===== config.mk =====
export PLATFORM = sky130hd
export DESIGN_NAME = ste_bar_level_gen
export DESIGN_NICKNAME = d
export VERILOG_FILES = /design/src/rtl/ste_bar_level_gen.sv
export SDC_FILE = /design/constraint.sdc
export NUM_CORES = 1
export LEC_CHECK = 0
export ABC_AREA = 1
export CORE_UTILIZATION = 40
export DETAILED_ROUTE_END_ITERATION = 10
export GPL_TIMING_DRIVEN = 0
export HOLD_SLACK_MARGIN = 0.02
export PLACE_DENSITY = 0.57
export SYNTH_ARGS = -nofsm -noshare
export SYNTH_HDL_FRONTEND = slang
export SYNTH_SLANG_ARGS = --single-unit

===== constraint.sdc =====
create_clock -name clk -period 3.7 [get_ports clk]
set_input_delay 1.11 -clock clk [delete_from_list [all_inputs] [get_ports clk]]
set_output_delay 1.11 -clock clk [all_outputs]
set_load 0.05 [all_outputs]

===== src/rtl/ste_bar_level_gen.sv =====
// Averages raw ADC samples over a power-of-two window and scales each average to a bar level,
// with optional peak-hold and stepwise decay, driving the LED bar stage directly.
module ste_bar_level_gen #(
  parameter int ADC_W    = 12,
  parameter int DATA_W   = 3,
  parameter int DATA_MAX = 7,
  parameter int AVG_LOG2 = 4,
  parameter int HOLD_UPD = 8
) (
  input  logic              clk,
  input  logic              rst,
  input  logic [ADC_W-1:0]  sample_i,
  input  logic              sample_valid_i,
  input  logic              hold_en_i,
  input  logic              clr_i,
  output logic [DATA_W-1:0] level_o,
  output logic              level_update_o,
  output logic [DATA_W-1:0] peak_o,
  output logic              bar_clr_o
);

  localparam int ACC_W  = ADC_W + AVG_LOG2;
  localparam int PROD_W = ADC_W + DATA_W + 1;
  localparam int HC_W   = (HOLD_UPD > 1) ? $clog2(HOLD_UPD) : 1;

  localparam logic [AVG_LOG2-1:0] CNT_LAST = '1;
  localparam logic [HC_W-1:0]     HC_LAST  = HC_W'(HOLD_UPD - 1);
  localparam logic [DATA_W:0]     SCALE    = (DATA_W + 1)'(DATA_MAX + 1);
  localparam logic [DATA_W:0]     LVL_MAX  = (DATA_W + 1)'(DATA_MAX);
  localparam logic [DATA_W-1:0]   LVL_SAT  = DATA_W'(DATA_MAX);

  logic [ACC_W-1:0]    acc;
  logic [ACC_W-1:0]    acc_sum;
  logic [AVG_LOG2-1:0] cnt;
  logic                s1_valid;
  logic [ADC_W-1:0]    avg_q;
  logic                win_done;

  logic [PROD_W-1:0]   prod;
  logic [DATA_W:0]     prod_hi;
  logic [DATA_W-1:0]   lvl;

  logic [DATA_W-1:0]   peak;
  logic [DATA_W-1:0]   peak_dec;
  logic [DATA_W-1:0]   peak_nxt;
  logic [HC_W-1:0]     hold_cnt;
  logic [HC_W-1:0]     hold_nxt;

  assign acc_sum  = acc + ACC_W'(sample_i);
  assign win_done = sample_valid_i && (cnt == CNT_LAST);

  // Stage 1: window accumulation; the final sample folds straight into the average.
  always_ff @(posedge clk) begin
    if (rst) begin
      acc      <= '0;
      cnt      <= '0;
      s1_valid <= 1'b0;
      avg_q    <= '0;
    end else if (clr_i) begin
      acc      <= '0;
      cnt      <= '0;
      s1_valid <= 1'b0;
      avg_q    <= '0;
    end else begin
      s1_valid <= 1'b0;
      if (win_done) begin
        avg_q    <= ADC_W'(acc_sum >> AVG_LOG2);
        acc      <= '0;
        cnt      <= '0;
        s1_valid <= 1'b1;
      end else if (sample_valid_i) begin
        acc <= acc_sum;
        cnt <= cnt + 1'b1;
      end
    end
  end

  // Full-width product so the scale never truncates before the shift.
  assign prod    = PROD_W'(avg_q) * PROD_W'(SCALE);
  assign prod_hi = prod[PROD_W-1:ADC_W];
  assign lvl     = (prod_hi > LVL_MAX) ? LVL_SAT : prod_hi[DATA_W-1:0];

  // A lower level only reaches the peak after HOLD_UPD updates, then decays one step at a time.
  assign peak_dec = peak - 1'b1;

  always_comb begin
    peak_nxt = peak;
    hold_nxt = hold_cnt;
    if (lvl >= peak) begin
      peak_nxt = lvl;
      hold_nxt = '0;
    end else if (hold_cnt == HC_LAST) begin
      peak_nxt = (peak_dec > lvl) ? peak_dec : lvl;
      hold_nxt = '0;
    end else begin
      hold_nxt = hold_cnt + 1'b1;
    end
  end

  // Stage 2: scaling, peak tracking and the bar-facing registers.
  always_ff @(posedge clk) begin
    if (rst) begin
      peak           <= '0;
      hold_cnt       <= '0;
      level_o        <= '0;
      level_update_o <= 1'b0;
    end else if (clr_i) begin
      peak           <= '0;
      hold_cnt       <= '0;
      level_o        <= '0;
      level_update_o <= 1'b0;
    end else begin
      level_update_o <= s1_valid;
      if (s1_valid) begin
        peak     <= peak_nxt;
        hold_cnt <= hold_nxt;
        level_o  <= hold_en_i ? peak_nxt : lvl;
      end
    end
  end

  always_ff @(posedge clk) begin
    if (rst) begin
      bar_clr_o <= 1'b0;
    end else begin
      bar_clr_o <= clr_i;
    end
  end

  assign peak_o = peak;

endmodule


==> results.md <==
- Max transition margin: 0.6299
- IO Pins: 25
- Postcts setup bufs: 0
- Area of the multi-input gates: about 1300 sq um
- Worst Setup Start Kind: input port
- Via density: ~4.7
- Net Count, Synth: 381
- Pin count of the biggest net entering global routing: 13
- Synth area leader: dfxtp_1
- Die height: 77.64 microns
- Longest Clk Path Bufs: 2
- TritonCTS clock tree: yes
- Die Width: approximately 78 microns
- Final setup viols: 0
- Yosys reg bits: 35
- # port buffers: 24
- Post-synthesis sequential area ratio: 0.3062
- Syn. warnings: 0
- Critical path class: input port to flip-flop
- Tcrit/Tclk final: 0.7750
- CP Max Fanout: 3
- Post-Route Utilization: 0.4960
- Clk sink count: 35
- Hold_buf cts: 0
- CP arrival: about 3100 ps
- First-pass GRT wire length: approximately 8800 microns
- Clock-pin slew on the worst setup and hold paths: 70 ps
- Fin Hold WS: approximately 470 ps
- Diode count: 0
- Via Count: 2111
- Peak supply drop: 0.2137 mV
- Antenna violations before repair: 0
- Htree depth: 2
- Fillers: 569
- Fraction of layout cells with a size suffix above 1: 0.06133
- Initial drt markers: slightly above 70
- Worst-Margin Slew: ~560 ps
- Main synth FF type: dfxtp_1
- Register area: between 700 and 800 sq um
- Max-Cap Viols: 0
- Core area: 5507 sq um
- Final net count: just over 400
- Root Driver: clkbuf_8
- Top cells by area, synth: dfxtp_1 31%, nand2_1 13%, ha_1 11%
- Leakage: approximately 1.3 nW
- Starting Density: 0.4156
- Avg WL per Cell: about 11 microns
- Pre-antenna DRT Iters: 4
- Post-CTS sizing: 0
- RePlAce Congestion: 0.8000
- Clock Skew: roughly 2.4 ps
- EDFF count, synth: 0
- Status: completed
- Syn Area/Cell: around 6.7 sq um
- Distinct cells, synth: 31
- Synth Instances: 343
- Slew Limit Fails: 0
- Setup crit end kind: flip-flop
- Most frequent cell after synthesis: nand2_1
- Pwr dens: 318.5 nW/um^2
- Die footprint: ~6000 sq um
- RSZ-0062 raised after global routing: false
- FMAX: ~350 MHz
- All-Layer GR Usage: 0.1847
- Endpoints failing hold: 0
- Synth top area share: 0.3062
- DRT Wirelength: ~5100 microns
- Vias in the first global route: slightly below 2000
- Critical Path RT: 3890 ps
- Overflow after GRT: 0
- Sum of negative setup slack: 0 ps
- Clk_lat worst skew: between 200 and 300 ps
- Clock buffer count from CTS: 5
- Async SR Flop Fraction: 0
- Hpwl dp: roughly 4000 microns
- Cell Rows: 27
- Synth cell count leaders: 79 x nand2_1, 52 x inv_1, 37 x nor2_1
- Synth-to-Final Area Change: 19.35%
- Tmin final: 2867 ps
- Min-delay worst type: flip-flop to flip-flop
- Synth Cell Area: 2288 sq um
- DRC viols: 0
- Antenna Nets Post-Route: 0
[per-layer routing]
layer	vias up	part of all wire	GRT usage
met3	9	0.045	0.03176
met2	36	0.41	0.2770
met4	0	0.021	0.06981
met1	905	0.52	0.2619
met5	-	0	0
li1	1161	-	-
[state kept, by name, summed over array words and instances, names as in the netlist]
signal / count
bar_clr_o: 1
s1_valid: 1
level_o: 3
avg_q: 3
peak_o: 3
hold_cnt: 3
acc: 16
cnt: 4
level_update_o: 1
[placed cells by master, fill, tap and decap left out, types with 3 or more instances in the layout]
cell / instances
a21o_1: 3
a21oi_1: 29
clkbuf_1: 5
clkbuf_8: 5
clkdlybuf4s50_1: 24
dfxtp_1: 35
ha_1: 20
inv_1: 52
inv_2: 4
nand2_1: 79
nand3_1: 21
nand4_1: 4
nor2_1: 37
nor3_1: 5
o21ai_0: 19
xor2_1: 8
[cells by family after synthesis]
family,share of synthesized area
AND/OR/NAND/NOR,0.2848
adder cells (fa/ha/maj),0.1181
AO/OA/AOI/OAI,0.1487
XOR/XNOR,0.03062
flip-flops,0.3062
buffers and inverters,0.1115
[worst max-delay path, cell delays in order]
cell,delay (ps)
clkdlybuf4s50_1,460
ha_1,160
inv_1,50
fa_1,400
inv_1,90
nand3_1,60
nand2_1,120
a21oi_2,100
inv_1,60
nand3_1,90
nand3_1,90
nand2_1,70
o21ai_0,150
inv_1,50
[area by class of cell]
type / instances / area share
clock inverters: 3 / 0.01603
clock buffers: 5 / 0.02519
inverters: 58 / 0.08062
multi-input cells: 243 / 0.4879
plain buffers: 7 / 0.01283
repair buffers: 24 / 0.08795
flip-flops and latches: 35 / 0.2565
well taps: 72 / 0.03298
[report_power, final]
| group | internal, mW | leakage, nW | switching, mW |
|---|---|---|---|
| Clock | 0.201 | 0.0581 | 0.151 |
| Sequential | 0.385 | 0.284 | 0.00476 |
| Combinational | 0.0533 | 1.01 | 0.0748 |
| Total | 0.639 | 1.35 | 0.231 |
[per-stage QoR]
stage / setup WS (ps) / power (mW) / cells / cell area, sq um
2_1_floorplan: 1167 / 0.4845 / 343 / 2288
3_3_place_gp: 520.1 / 0.5258 / 439 / 2619
3_5_place_dp: 521.4 / 0.5274 / 439 / 2619
4_1_cts: 834.8 / 0.8840 / 447 / 2731
5_1_grt: 623.7 / 0.9166 / 447 / 2731
6_report: 832.7 / 0.8698 / 447 / 2731
[worst paths after layout]
| check | startpoint | endpoint | slack, ps | depth (start not counted) |
|---|---|---|---|---|
| setup / recovery | sample_i[0] | acc[14] | 830 | 14 |
| hold / removal | level_o[1] | level_o[1] | 470 | 2 |
| setup reg to reg | peak_o[0] | level_o[1] | 1650 | 12 |
| hold reg to reg | level_o[1] | level_o[1] | 470 | 2 |
No activity file was read; power rests on OpenSTA's default activity.
